===== src/rtl/program_loader_pkg.sv =====
// Shared definitions for the program loader: FSM encoding and word geometry.
package program_loader_pkg;

  localparam int BYTES_PER_WORD = 4;

  typedef enum logic [1:0] {
    IDLE    = 2'd0,
    COLLECT = 2'd1,
    WRITE   = 2'd2,
    DONE    = 2'd3
  } state_t;

endpackage : program_loader_pkg


===== src/rtl/program_loader_word_assembler.sv =====
// Little-endian byte-to-word assembler: each loaded byte lands in the lane
// selected by lane; clear zeroes the whole word.
module word_assembler
  import program_loader_pkg::*;
#(
  parameter int DATA_WIDTH = 32
) (
  input  logic                  clk,
  input  logic                  rst_n,
  input  logic [7:0]            byte_in,
  input  logic [1:0]            lane,
  input  logic                  load,
  input  logic                  clear,
  output logic [DATA_WIDTH-1:0] word
);

  logic [4:0] lane_base;

  assign lane_base = {lane, 3'b000};

  // Word register: clear wins over load, otherwise one byte lane is replaced.
  always_ff @(posedge clk or negedge rst_n) begin
    // NOTE: non-blocking assignments in clocked blocks so every register
    // samples pre-edge values, independent of statement order.
    if (!rst_n) begin
      word <= '0;
    end else if (clear) begin
      word <= '0;
    end else if (load) begin
      word[lane_base +: 8] <= byte_in;
    end
  end

endmodule : word_assembler


===== src/rtl/program_loader.sv =====
// Program loader: collects a byte stream into little-endian instruction words
// and strobes them into program memory at consecutive word addresses.
module program_loader
  import program_loader_pkg::*;
#(
  parameter int MEMORY_DEPTH = 32,
  parameter int DATA_WIDTH   = 32
) (
  input  logic                        clk,
  input  logic                        reset,
  input  logic                        Start,
  input  logic [$clog2(MEMORY_DEPTH):0] Length,
  input  logic                        Abort,
  input  logic [7:0]                  ByteIn,
  input  logic                        ByteValid,
  output logic                        ByteReady,
  output logic [DATA_WIDTH-1:0]       Address,
  output logic [DATA_WIDTH-1:0]       WriteData,
  output logic                        MemWrite,
  output logic                        Busy,
  output logic                        Done,
  output logic                        Error
);

  localparam int LEN_W  = $clog2(MEMORY_DEPTH) + 1;
  // Just wide enough for 4*(MEMORY_DEPTH-1); upper Address bits stay zero.
  localparam int ADDR_W = $clog2(MEMORY_DEPTH) + 2;

  state_t            state, state_next;
  logic [ADDR_W-1:0] addr_q;
  logic [LEN_W-1:0]  remaining_q;
  logic [1:0]        byte_cnt_q;
  logic              done_q;
  logic              error_q;

  logic idle_like;
  logic start_ok;
  logic byte_accept;
  logic last_byte;
  logic last_word;

  assign idle_like   = (state == IDLE) || (state == DONE);
  assign start_ok    = Start && (Length != '0) && (Length <= LEN_W'(MEMORY_DEPTH));
  // Abort outranks a coincident byte, so the byte is not taken.
  assign byte_accept = (state == COLLECT) && ByteValid && !Abort;
  assign last_byte   = (byte_cnt_q == 2'(BYTES_PER_WORD - 1));
  assign last_word   = (remaining_q == LEN_W'(1));

  // State register.
  always_ff @(posedge clk or negedge reset) begin
    if (!reset) begin
      state <= IDLE;
    end else begin
      state <= state_next;
    end
  end

  // Next-state decode.
  always_comb begin
    // NOTE: default first so every path assigns state_next and no latch forms.
    state_next = state;
    case (state)
      IDLE, DONE: begin
        if (Start) state_next = start_ok ? COLLECT : IDLE;
      end
      COLLECT: begin
        if (Abort)                         state_next = IDLE;
        else if (byte_accept && last_byte) state_next = WRITE;
      end
      WRITE: begin
        if (Abort)          state_next = IDLE;
        else if (last_word) state_next = DONE;
        else                state_next = COLLECT;
      end
      default: state_next = IDLE;
    endcase
  end

  // Load bookkeeping: address, words remaining, byte lane and status flags.
  always_ff @(posedge clk or negedge reset) begin
    if (!reset) begin
      addr_q      <= '0;
      remaining_q <= '0;
      byte_cnt_q  <= '0;
      done_q      <= 1'b0;
      error_q     <= 1'b0;
    end else begin
      case (state)
        IDLE, DONE: begin
          if (start_ok) begin
            addr_q      <= '0;
            remaining_q <= Length;
            byte_cnt_q  <= '0;
            done_q      <= 1'b0;
            error_q     <= 1'b0;
          end else if (Start) begin
            done_q  <= 1'b0;
            error_q <= 1'b1;
          end
        end
        COLLECT: begin
          if (Abort)            error_q    <= 1'b1;
          else if (byte_accept) byte_cnt_q <= byte_cnt_q + 2'd1;
        end
        WRITE: begin
          if (Abort) begin
            error_q <= 1'b1;
          end else begin
            byte_cnt_q  <= '0;
            remaining_q <= remaining_q - LEN_W'(1);
            // The address only advances when another word follows, so the
            // final value never passes the last written word.
            if (last_word) done_q <= 1'b1;
            else           addr_q <= addr_q + ADDR_W'(BYTES_PER_WORD);
          end
        end
        default: ;
      endcase
    end
  end

  word_assembler #(
    .DATA_WIDTH (DATA_WIDTH)
  ) u_word_assembler (
    .clk     (clk),
    .rst_n   (reset),
    .byte_in (ByteIn),
    .lane    (byte_cnt_q),
    .load    (byte_accept),
    .clear   (idle_like && start_ok),
    .word    (WriteData)
  );

  assign ByteReady = (state == COLLECT);
  assign Busy      = (state == COLLECT) || (state == WRITE);
  assign Done      = done_q;
  assign Error     = error_q;
  assign Address   = DATA_WIDTH'(addr_q);
  // Abort must suppress the strobe within the WRITE cycle itself, which
  // needs the one input term on this otherwise state-decoded output.
  assign MemWrite  = (state == WRITE) && !Abort;

endmodule : program_loader


===== config.mk =====
export PLATFORM = sky130hd
export DESIGN_NAME = program_loader
export DESIGN_NICKNAME = d
export VERILOG_FILES = /design/src/rtl/program_loader_pkg.sv /design/src/rtl/program_loader_word_assembler.sv /design/src/rtl/program_loader.sv
export SDC_FILE = /design/constraint.sdc
export NUM_CORES = 1
export LEC_CHECK = 0
export BUFFER_PORTS_ARGS = -buffer_cell sky130_fd_sc_hd__buf_2
export CORE_MARGIN = 2
export CORE_UTILIZATION = 32
export CTS_CLUSTER_DIAMETER = 120
export DETAILED_ROUTE_END_ITERATION = 8
export PLACE_DENSITY = 0.53
export SLEW_MARGIN = 20
export SYNTH_ARGS = -nofsm -noshare
export SYNTH_HDL_FRONTEND = slang
export SYNTH_HIERARCHICAL = 1
export SYNTH_SLANG_ARGS = --single-unit

===== constraint.sdc =====
create_clock -name clk -period 2 [get_ports clk]
set_input_delay 0.2 -clock clk [delete_from_list [all_inputs] [get_ports clk]]
set_output_delay 0.2 -clock clk [all_outputs]
set_load 0.1 [all_outputs]

# ---- Word-level counts from Yosys, hierarchy flattened
# Cells that the tools add are included.
dict set report word_totals {
  register_bits 51
  output_inout_bits 69
  word_cells 82
}
dict set report op_classes {
  addsub 4
  order_cmp 1
  n_eq_ne 15
  shift 2
  muxes 31
  n_reduce_logical 22
}
# operator n
set ops {}
lappend ops {{32-bit 2-to-1 mux} 2}
lappend ops {{32-bit bitwise mux} 1}
lappend ops {{8-bit by 7-bit variable shift with 32-bit output (first input constant)} 1}
lappend ops {{8-bit by 7-bit variable part select with 32-bit output} 1}
lappend ops {{7-bit 2-to-1 mux} 3}
lappend ops {{2-bit 2-to-1 mux} 9}
lappend ops {{7-bit one-hot mux with 2 select lines} 1}
lappend ops {{6-bit 2-to-1 mux} 2}
lappend ops {{2-bit != test (second input constant)} 6}
lappend ops {{2-bit one-hot mux with 3 select lines} 2}
lappend ops {{6-bit one-hot mux with 2 select lines} 1}
lappend ops {{4-bit AND reduction} 3}
lappend ops {{1-bit 2-to-1 mux} 8}
lappend ops {{7-bit by 3-bit adder with 7-bit output (second input constant)} 1}
lappend ops {{1-bit logical AND} 7}
lappend ops {{5-bit negation with 7-bit output} 1}
lappend ops {{2-bit == test (second input constant)} 3}
lappend ops {{6-bit by 1-bit == test with 1-bit output (second input constant)} 1}
lappend ops {{6-bit less-or-equal comparator (second input constant)} 1}
lappend ops {{6-bit nonzero test} 1}
lappend ops {{6-bit by 1-bit subtractor with 6-bit output (second input constant)} 1}
lappend ops {{2-bit by 1-bit != test with 1-bit output (second input constant)} 2}
lappend ops {{1-bit one-hot mux with 2 select lines} 2}
lappend ops {{2-bit AND reduction} 2}
lappend ops {{10 further kinds} 13}

# ---- Longest topological paths before layout
# Gate-level depths: netlist (run 1).
dict set report logic_depth {
  depth_word 7
  depth_mapped 9
  depth_no_buf 8
}

# ---- By module
# Netlist (run 1), hierarchy kept.
# mod instances cells_each area_per_inst_um2 seq_area_each_um2
set modules_own_cells {}
lappend modules_own_cells {word_assembler 1 114 1463.9 800.8}
lappend modules_own_cells {program_loader 1 158 1318.8 425.4}

# ---- Least setup slack after synthesis (run 1)
# OpenSTA, ideal clock, no wires.
dict set report synth_timing {
  path_kind {reg2reg}
  from {reg state[1]}
  to {reg u_word_assembler.word[24]}
  setup_time_ns 0.096
  t_arrival_ns 2.555
  required_time_ns 1.904
  path_slack_ns -0.651
  stages_incl_launch_ff 8
  n_path_buf 1
  path_cell_list {dfrtp_1 inv_1 ha_1 nor2b_1 and2_1 or3b_1 buf_6 o32ai_2}
}
dict set report synth_via {
  elab_chain_len 4
  word_cells_on_any_way 9
  classes_between {eq/ne: 2; mux: 1; reduce/logical: 6}
}
# element line_no
set synth_lines {}
lappend synth_lines {{start: declaration} program_loader.sv:29} ;# state_t state, state_next;
lappend synth_lines {{start signal: assignment} program_loader.sv:54} ;# state <= state_next;
lappend synth_lines {{2-bit by 1-bit == test with 1-bit output} n/a}
lappend synth_lines {{net ByteReady} program_loader.sv:16} ;# output logic ByteReady,
lappend synth_lines {{1-bit logical AND (2 in series)} program_loader.sv:45} ;# assign byte_accept = (state == COLLECT) && ByteValid && !Abort;
lappend synth_lines {{net byte_accept} program_loader.sv:38} ;# logic byte_accept;
lappend synth_lines {{2-bit nonzero test (no source line)} n/a}
lappend synth_lines {{end signal: indexed assignment} program_loader_word_assembler.sv:30} ;# word[lane_base +: 8] <= byte_in;
lappend synth_lines {{end: declaration} program_loader_word_assembler.sv:14} ;# output logic [DATA_WIDTH-1:0] word
# The timed path passes the listed nets, and every way through them passes these cells.
# A chain may end at the register's enable or synchronous reset.

# ---- Final worst setup path (run 1)
dict set report layout_timing {
  from {reg state[0]}
  to {reg u_word_assembler.word[13]}
}
dict set report layout_via {
  elab_chain_len 4
  word_cells_on_any_way 9
  classes_between {eq/ne: 2; mux: 1; reduce/logical: 6}
}
# element line_no
set layout_lines {}
lappend layout_lines {{2-bit == test, or another cell as far along} program_loader.sv:42} ;# assign idle_like = (state == IDLE) || (state == DONE);
lappend layout_lines {{1-bit logical OR / 1-bit logical AND (equally long branches)} {program_loader.sv:42, program_loader.sv:45}}
lappend layout_lines {{1-bit logical AND, on equally long branches} {program_loader.sv:130, program_loader.sv:45}}
lappend layout_lines {{32-bit 2-to-1 mux / 2-bit nonzero test (equally long branches)} n/a}
# Parallel ways exist; a longest one is shown, timed or not.

==> results of run 1 <==
==> placed cells by master, fill, tap and decap left out, drive strengths merged, types with 10 or more instances in the layout <==
master / instances
o21ai: 14
nand2: 20
nor2: 11
and2: 10
dfrtp: 49
conb: 27
inv: 21
a21oi: 13
ha: 11
a32o: 24
buf: 76
==> how the worst max path moves through the flow <==
stage | start | end | slack [ns]
after floorplan | state[0] | addr_q[5] | -0.09
after global placement | state[0] | remaining_q[2] | 0.13
after detailed placement | Length[2] | u_word_assembler/word[17] | 0.12
after CTS | state[0] | Busy | 0.01
after global routing | state[0] | u_word_assembler/word[15] | 0.02
final | state[0] | u_word_assembler/word[13] | 0.11
==> routing by layer <==
metal	share of wire	up-vias
met4	0.0035	0
li1	-	1079
met2	0.46	76
met3	0.062	4
met1	0.47	1070
met5	0	-
==> metrics by stage <==
step / total power [mW] / TNS (ns) / area, µm² / std cells
3_5_place_dp: 3.37 / 0 / 3240 / 445
3_3_place_gp: 3.36 / 0 / 3240 / 445
2_1_floorplan: 2.98 / -0.196 / 2920 / 298
5_1_grt: 4.24 / 0 / 3350 / 454
4_1_cts: 4.01 / 0 / 3340 / 454
6_report: 3.98 / 0 / 3350 / 454
==> area by class of cell <==
cell class | instances | area (µm²)
flip-flops and latches | 49 | 1230
inverters | 22 | 90.1
clock buffers | 5 | 68.8
fillers | 875 | 5240
repair buffers | 78 | 459
clock inverters | 3 | 25.0
multi-input cells | 189 | 1350
well taps | 108 | 135
==> critical path, stage by stage, from the launching register on <==
cell,delay [ns]
dfrtp_1,0.44
inv_1,0.08
ha_2,0.30
nand2_2,0.09
nor2_2,0.05
buf_4,0.16
nor4bb_2,0.27
buf_4,0.26
a32o_1,0.19
==> power breakdown <==
group | total [mW] | internal, mW | switching, mW
Sequential | 1.25 | 1.14 | 0.111
Combinational | 2.11 | 0.522 | 1.59
Clock | 0.618 | 0.253 | 0.365
Total | 3.98 | 1.92 | 2.06
==> sequential cells by signal (all words and copies together), names as in the netlist <==
signal,flops
Done,1
Error,1
addr_q,5
byte_cnt_q,2
remaining_q,6
state,2
u_word_assembler/word,32
==> kinds of logic after synthesis <==
group	Yosys count	share of synthesized area
mux	1	0.00494
simple gates	73	0.143
fa+ha+maj	11	0.0495
other cells	1	0.00135
compound gates	76	0.233
flops	49	0.441
xor+xnor	1	0.00315
buf+inv	60	0.125
==> what timing repair did <==
item	4_1_cts	5_1_grt
setup endpoints to repair	0	9
hold endpoints to repair	21	0
gates resized for setup	0	3
hold buffers	1	0
==> flow_summary_export.csv, run 1 <==
group,metric,value,unit
run_status,status,"finished, final reports clean",
setup_path,critPathKind,"reg2reg",
clock_network,cts-buffers-inserted,5,
timing,fin_hold_ws,0.199,ns
timing,clock_skew,0.00891,ns
timing,worst_slew_pin_slew,0.560,ns
setup_path,startpoint_type,"register",
global_route,gr-usage-met1,0.197,
clock_network,cts_tree,"done",
timing,max_freq,528,MHz
routing,via_per_inst,4.91,
logic_synthesis,synth_edf_count,0,
global_route,use_met3,0.0345,
timing,setup_slack,0.106,ns
placed_design,numPortBuffers,60,
clock_network,clk_path_buf_depth,2,
die,num_rows,34,
timing,relSlewSlack,0.626,
setup_path,arrival,2.14,ns
global_route,grt_pass1_wl,11000,µm
die,die_width,97.3,µm
setup_path,rr_startpoint,"state[0]",
logic_synthesis,synthTopCellsByArea,"dfrtp_1, a32o_1, buf_4",
logic_synthesis,syn_avg_cell_area,10.2,µm²
setup_path,required,2.25,ns
logic_synthesis,syn_area,2780,µm²
power_and_ir_drop,powerDensity,1190,nW/µm²
cells_and_area,postLayoutCoreUtil,0.390,
power_and_ir_drop,peakVddDrop,0.424,mV
timing,finalCritPeriodShare,0.947,
power_and_ir_drop,p_leak,1.60,nW
timing,drv_slew,0,
global_route,grt_pass1_vias,2137,
die,die_h,97.3,µm
routing,vias,2229,
die,design.core.area,8590,µm²
timing,setup_viol,0,
global_route,grt-busiest-layer,"met2",
routing,routed_wl,6610,µm
setup_path,crit_fanout,16,
routing,drt-initial-drc-count,86,
setup_path,crit_path_end_kind,"register",
logic_synthesis,ys_seq_area_frac,0.441,
routing,post-route-drc-count,0,
die,dieArea,9460,µm²
clock_network,clock_sinks,49,
logic_synthesis,synth.distinct_cells,50,
logic_synthesis,yosysMostFrequentCell,"dfrtp_1",
clock_network,cts-root-buf,"clkbuf_8",
cells_and_area,syn2layout_area_growth,20.5,%
worst_hold_path,whs_path_depth,3,
placed_design,hpwl,4950,µm
logic_synthesis,synth_common_cells,"dfrtp_1, buf_4, a32o_1",
setup_path,reg2reg_to,"u_word_assembler/word[13]",
clock_network,path_clk_slew,0.10,ns
logic_synthesis,async_flop_share,1.00,
logic_synthesis,yosys_warnings,6,
routing,ant_nets,0,
logic_synthesis,synth_ff_type,"dfrtp_1",
cells_and_area,final_nets,375,
setup_path,r2r_cells,8,
global_route,grt_antenna_before_repair,0,
timing,min_period,1.89,ns
clock_network,cts_max_level,2,
placed_design,place_ws,0.118,ns
logic_synthesis,synth_top_area_cell,"dfrtp_1",
clock_network,clk-insertion-delay-late,0.30,ns
cells_and_area,drive_gt1_frac,0.321,
cells_and_area,antenna_cells,0,
global_route,grt_max_degree,24,
die,io_pins,88,
routing,drtPass1Iterations,4,
timing,hold_violations,0,
die,start_util,0.324,
placed_design,globalplace.congestion,0.796,
job,timing.max_cap.violations,0,
logic_synthesis,yosysTopAreaCellShare,0.441,
setup_path,r2r_slack,0.11,ns
worst_hold_path,min_from,"Length[0]",
logic_synthesis,ys_ff_latch,49,
logic_synthesis,syn_inst,272,
global_route,grt_use_total,0.141,
worst_hold_path,hold_path_end,"remaining_q[0]",
routing,wl_per_cell,14.6,µm
global_route,gr-total-overflow,0,
global_route,met2_usage,0.224,
worst_hold_path,hp-class,"in2reg",
timing,rsz0062_at_grt,"false",
clock_network,post_cts_buffers,0,
(Power assumes the default switching activity.)
==> inputs of run 2 (changes only) <==
--- a/config.mk
+++ b/config.mk
@@ -7,10 +7,11 @@
 export LEC_CHECK = 0
 export BUFFER_PORTS_ARGS = -buffer_cell sky130_fd_sc_hd__buf_2
 export CORE_MARGIN = 2
-export CORE_UTILIZATION = 32
+export CORE_UTILIZATION = 25
 export CTS_CLUSTER_DIAMETER = 120
 export DETAILED_ROUTE_END_ITERATION = 8
-export PLACE_DENSITY = 0.53
+export PLACE_DENSITY = 0.44
+export SKIP_LAST_GASP = 1
 export SLEW_MARGIN = 20
 export SYNTH_ARGS = -nofsm -noshare
 export SYNTH_HDL_FRONTEND = slang
==> constraint.sdc (replaced) <==
create_clock -name clk -period 2 [get_ports clk]
set_input_delay 0.6 -clock clk [delete_from_list [all_inputs] [get_ports clk]]
set_output_delay 0.6 -clock clk [all_outputs]
set_load 0.1 [all_outputs]
==> run 2 against run 1 <==
The run now ends with setup timing left. Sequential share of layout area is 2.1 points lower. Die area grew 27%. Cell count up 10%. Worst setup slack got worse by 0.11 ns. Combinational power increased by 9.5%. Critical path depth decreased by 4. Sequential power hardly changed. Clock-buffer cell count did not move. Fmax fell by 5.3%. Critical path type is now reg2out. Critical endpoint is now Busy.
==> flow_summary_export.csv, run 2 (synthesis gave the netlist of run 1 again) <==
group,metric,value,unit
setup_path,arrival,1.40,ns
routing,drtPass1Iterations,4,
clock_network,clk_path_buf_depth,2,
routing,vias,2326,
routing,routed_wl,7310,µm
job,timing.max_cap.violations,0,
routing,wl_per_cell,14.6,µm
power_and_ir_drop,peakVddDrop,0.624,mV
power_and_ir_drop,powerDensity,1180,nW/µm²
cells_and_area,final_cell_mix,"buf_2, dfrtp_1, buf_4",
timing,hold_violations,0,
routing,post-route-drc-count,0,
placed_design,hpwl,5420,µm
die,die_h,110,µm
die,dieArea,12000,µm²
clock_network,cts_tree,"done",
timing,clock_skew,0.0119,ns
die,die_width,110,µm
timing,setup_viol,1,
cells_and_area,stdcell_area,3560,µm²
cells_and_area,final_common_cell,"buf_2",
cells_and_area,top_register,"u_word_assembler/word",
power_and_ir_drop,p_leak,1.68,nW
die,io_pins,88,
setup_path,critPathKind,"reg2out",
clock_network,cts-root-buf,"clkbuf_8",
clock_network,clk-insertion-delay-late,0.31,ns
global_route,grt_antenna_before_repair,0,
routing,ant_nets,0,
cells_and_area,largest_reg_flops,32,
timing,finalCritPeriodShare,1.00,
global_route,grt_use_total,0.125,
setup_path,crit_fanout,2,
cells_and_area,top_regs,"u_word_assembler/word (32), remaining_q (6), addr_q (5)",
routing,via_per_inst,4.64,
die,start_util,0.257,
worst_hold_path,hp-class,"in2async",
clock_network,clock_sinks,49,
placed_design,globalplace.congestion,0.806,
global_route,gr-total-overflow,0,
setup_path,startpoint_type,"register",
die,design.core.area,10800,µm²
timing,drv_slew,0,
clock_network,cts_hold_buf,0,
routing,drt-initial-drc-count,112,
timing,worst_slew_pin_slew,0.579,ns
timing,relSlewSlack,0.613,
cells_and_area,antenna_cells,0,
placed_design,placed_cell_area,3420,µm²
clock_network,cts-buffers-inserted,5,
timing,rsz0062_at_grt,"true",
die,num_rows,38,
run_status,violations,"setup timing",
timing,setup_slack,-0.000787,ns
placed_design,numPortBuffers,60,
power_and_ir_drop,p_total,4.20,mW
clock_network,path_clk_slew,0.11,ns
cells_and_area,drive_gt1_frac,0.352,
setup_path,crit_path_end_kind,"primary output",
run_status,status,"finished with violations",
clock_network,cts_max_level,2,
cells_and_area,final_nets,390,
timing,min_period,2.00,ns
setup_path,required,1.40,ns
global_route,grt_max_degree,50,
global_route,grt_pass1_vias,2187,
cells_and_area,syn2layout_area_growth,27.8,%
timing,max_freq,500,MHz
global_route,grt_pass1_wl,11700,µm
[run 2: path summary, 6_finish.rpt]
kind                                           from                        end  slack [ns]  depth (start not counted)
min in group clk           u_word_assembler/word[6]   u_word_assembler/word[6]        0.49                          1
setup / recovery                           state[1]                       Busy     -0.0008                          4
hold / removal                                reset  u_word_assembler/word[12]        0.26                          2
setup reg to reg                           state[0]  u_word_assembler/word[16]        0.11                          8
max in group asynchronous                     reset              byte_cnt_q[1]        1.49                          2
hold reg to reg            u_word_assembler/word[6]   u_word_assembler/word[6]        0.49                          1
[run 2: cell type report]
class	count	area, µm²
clock buffer	5	68.8
clock inverter	3	26.3
fill	1149	7280
inverter	22	90.1
multi-input combinational	189	1360
sequential	49	1230
tap	140	175
timing repair buffer	93	609
[run 2: critical path, stage by stage (launching register included)]
cell and delay [ns]:
dfrtp_1 0.43, ha_4 0.29, buf_6 0.10, clkinvlp_4 0.10, buf_12 0.17
[run 2: metal layers]
metal,share of wire,vias to the layer above,wire (µm),GRT usage
li1,-,1107,-,-
met1,0.48,1145,3480,0.178
met2,0.46,70,3350,0.199
met3,0.060,4,438,0.0249
met4,0.0057,0,42,0.0217
met5,0,-,0,0
[run 2: what timing repair did]
| item | 4_1_cts | 5_1_grt |
|---|---|---|
| gates resized for setup | 2 | 2 |
| endpoints found under the setup margin | 2 | 2 |
| hold endpoints to repair | 0 | 0 |
| pin swaps | 1 | 2 |
| setup buffers | 3 | 1 |
[run 2: where the power goes]
| group | internal (mW) | switching, mW | leakage (nW) |
|---|---|---|---|
| clock network | 0.256 | 0.382 | 0.0423 |
| logic | 0.676 | 1.64 | 0.979 |
| registers | 1.14 | 0.114 | 0.663 |
| total | 2.07 | 2.13 | 1.68 |
[run 2: per-stage QoR]
stage / hold slack [ns] / TNS (ns) / setup slack [ns] / utilization / std cells
2_1_floorplan: 0.304 / -0.198 / -0.0911 / - / 298
3_3_place_gp: 0.469 / -4.09 / -0.191 / 0.315 / 489
3_5_place_dp: 0.481 / -5.03 / -0.254 / 0.315 / 489
4_1_cts: 0.269 / -0.0251 / -0.0251 / 0.327 / 500
5_1_grt: 0.272 / -0.0403 / -0.0403 / 0.328 / 501
6_report: 0.263 / -0.000787 / -0.000787 / 0.328 / 501
==> inputs of run 3 (changes only) <==
--- a/config.mk
+++ b/config.mk
@@ -7,10 +7,10 @@
 export LEC_CHECK = 0
 export BUFFER_PORTS_ARGS = -buffer_cell sky130_fd_sc_hd__buf_2
 export CORE_MARGIN = 2
-export CORE_UTILIZATION = 25
+export CORE_UTILIZATION = 35
 export CTS_CLUSTER_DIAMETER = 120
 export DETAILED_ROUTE_END_ITERATION = 8
-export PLACE_DENSITY = 0.44
+export PLACE_DENSITY = 0.58
 export SKIP_LAST_GASP = 1
 export SLEW_MARGIN = 20
 export SYNTH_ARGS = -nofsm -noshare
==> run 3 against run 2 <==
Sequential power about the same. Register-to-register slack lost 0.02 ns. Critical path type unchanged. Largest power group unchanged. The run now ends clean. First-iteration DRC count is 7.1% lower. Largest cell class unchanged. Clock power down 2%. Final area fell by 3.3%. Via count down 3.0%. Highest routed layer unchanged. Fmax increased by 3.3%. Combinational power decreased by 4%.
==> flow_summary_export.csv, run 3 (synthesis gave the netlist of run 1 again) <==
group,metric,value,unit
run_status,status,"finished, final reports clean",
placed_design,placed_cell_area,3310,µm²
setup_path,crit_fanout,4,
clock_network,cts_hold_buf,0,
worst_hold_path,hp-class,"in2async",
global_route,grt-busiest-layer,"met2",
clock_network,cts_max_level,2,
power_and_ir_drop,p_leak,1.65,nW
clock_network,cts-buffers-inserted,5,
job,timing.max_cap.violations,0,
power_and_ir_drop,peakVddDrop,0.481,mV
cells_and_area,finalNonFillerCells,453,
timing,max_freq,516,MHz
setup_path,required,1.40,ns
cells_and_area,antenna_cells,0,
clock_network,cts-root-buf,"clkbuf_8",
timing,setup_viol,0,
placed_design,globalplace.congestion,0.771,
setup_path,critPathSlowestCell,"dfrtp_1",
timing,worst_slew_pin_slew,0.551,ns
setup_path,crit_start,"state[1]",
timing,finalCritPeriodShare,0.969,
cells_and_area,syn2layout_area_growth,23.6,%
setup_path,r2r_slack,0.09,ns
cells_and_area,drive_gt1_frac,0.336,
power_and_ir_drop,powerDensity,1190,nW/µm²
cells_and_area,final_common_cell,"buf_2",
global_route,met2_usage,0.246,
routing,via_per_inst,4.98,
power_and_ir_drop,p_total,4.09,mW
placed_design,hpwl,4870,µm
setup_path,crit_chain,"ha_4 -> clkinvlp_4 -> buf_12",
clock_network,cts_tree,"done",
routing,ant_nets,0,
die,die_h,93.2,µm
global_route,gr-usage-met1,0.216,
routing,routed_wl,6580,µm
die,die_width,93.2,µm
global_route,gr-total-overflow,0,
timing,hold_violations,0,
setup_path,rr_startpoint,"state[1]",
global_route,grt_max_degree,50,
cells_and_area,n_fill_cell,781,
setup_path,crit_path_end_kind,"primary output",
clock_network,clk_path_buf_depth,2,
clock_network,clock_sinks,49,
clock_network,path_clk_slew,0.10,ns
global_route,use_met3,0.0322,
cells_and_area,final_nets,380,
routing,vias,2256,
setup_path,arrival,1.34,ns
routing,drt-initial-drc-count,104,
global_route,grt_pass1_vias,2114,
cells_and_area,top_register,"u_word_assembler/word",
cells_and_area,final_cell_mix,"buf_2, dfrtp_1, conb_1",
placed_design,place_inst,443,
placed_design,numPortBuffers,60,
setup_path,critPathKind,"reg2out",
timing,clock_skew,0.00985,ns
die,design.core.area,7730,µm²
global_route,grt_pass1_wl,10600,µm
cells_and_area,stdcell_area,3440,µm²
routing,post-route-drc-count,0,
timing,relSlewSlack,0.632,
global_route,grt_antenna_before_repair,0,
global_route,grt_use_total,0.153,
setup_path,slowest_delay,0.43,ns
timing,drv_slew,0,
setup_path,startpoint_type,"register",
cells_and_area,top_regs,"u_word_assembler/word (32), remaining_q (6), addr_q (5)",
routing,drtPass1Iterations,4,
timing,min_period,1.94,ns
clock_network,clk-insertion-delay-late,0.30,ns
die,io_pins,88,
cells_and_area,largest_reg_flops,32,
die,num_rows,32,
routing,wl_per_cell,14.5,µm
timing,rsz0062_at_grt,"false",
die,dieArea,8680,µm²
die,start_util,0.360,
timing,fin_hold_ws,0.265,ns
[run 3: final cells by class]
type	instances	area, µm²	share of cell area
clock buffers	5	68.8	0.0200
clock inverters	3	25.0	0.00728
inverters	22	90.1	0.0262
multi-input cells	189	1370	0.399
flip-flops and latches	49	1230	0.356
well taps	102	128	0.0371
repair buffers	83	531	0.154
[run 3: final timing paths]
check | depth (start not counted) | to
min reg2reg | 1 | u_word_assembler/word[2]
min in group clk | 1 | u_word_assembler/word[2]
min | 2 | u_word_assembler/word[7]
max reg2reg | 7 | u_word_assembler/word[24]
max in group asynchronous | 2 | addr_q[4]
max | 3 | Busy
[run 3: per-layer routing]
layer,vias to the layer above,part of all wire
li1,1086,-
met1,1102,0.45
met2,64,0.49
met3,4,0.052
met4,0,0.0049
met5,-,0
[run 3: what timing repair did]
action / in CTS / in global routing
pin swaps: 0 / 1
buffers inserted: 1 / 1
resized for setup: 1 / 3
endpoints found under the setup margin: 2 / 5
[run 3: critical path: cells and delay by family (launching register included)]
family / cells / cell delay (ns)
adders and majority gates: 1 / 0.31
buffers and inverters: 2 / 0.29
DFF: 1 / 0.43
[run 3: stage by stage]
| step | setup TNS, ns | util | setup WS (ns) |
|---|---|---|---|
| floorplan | -0.198 | - | -0.0911 |
| CTS | -0.0172 | 0.443 | -0.0172 |
| global placement | -4.23 | 0.428 | -0.216 |
| global route | 0 | 0.445 | 0.00331 |
| detailed placement | -5.49 | 0.428 | -0.280 |
| finish | 0 | 0.445 | 0.0623 |
[run 3: where the power goes]
part	internal (mW)	switching [mW]
sequential	1.14	0.109
combinational	0.609	1.60
clock	0.256	0.369
total	2.01	2.08
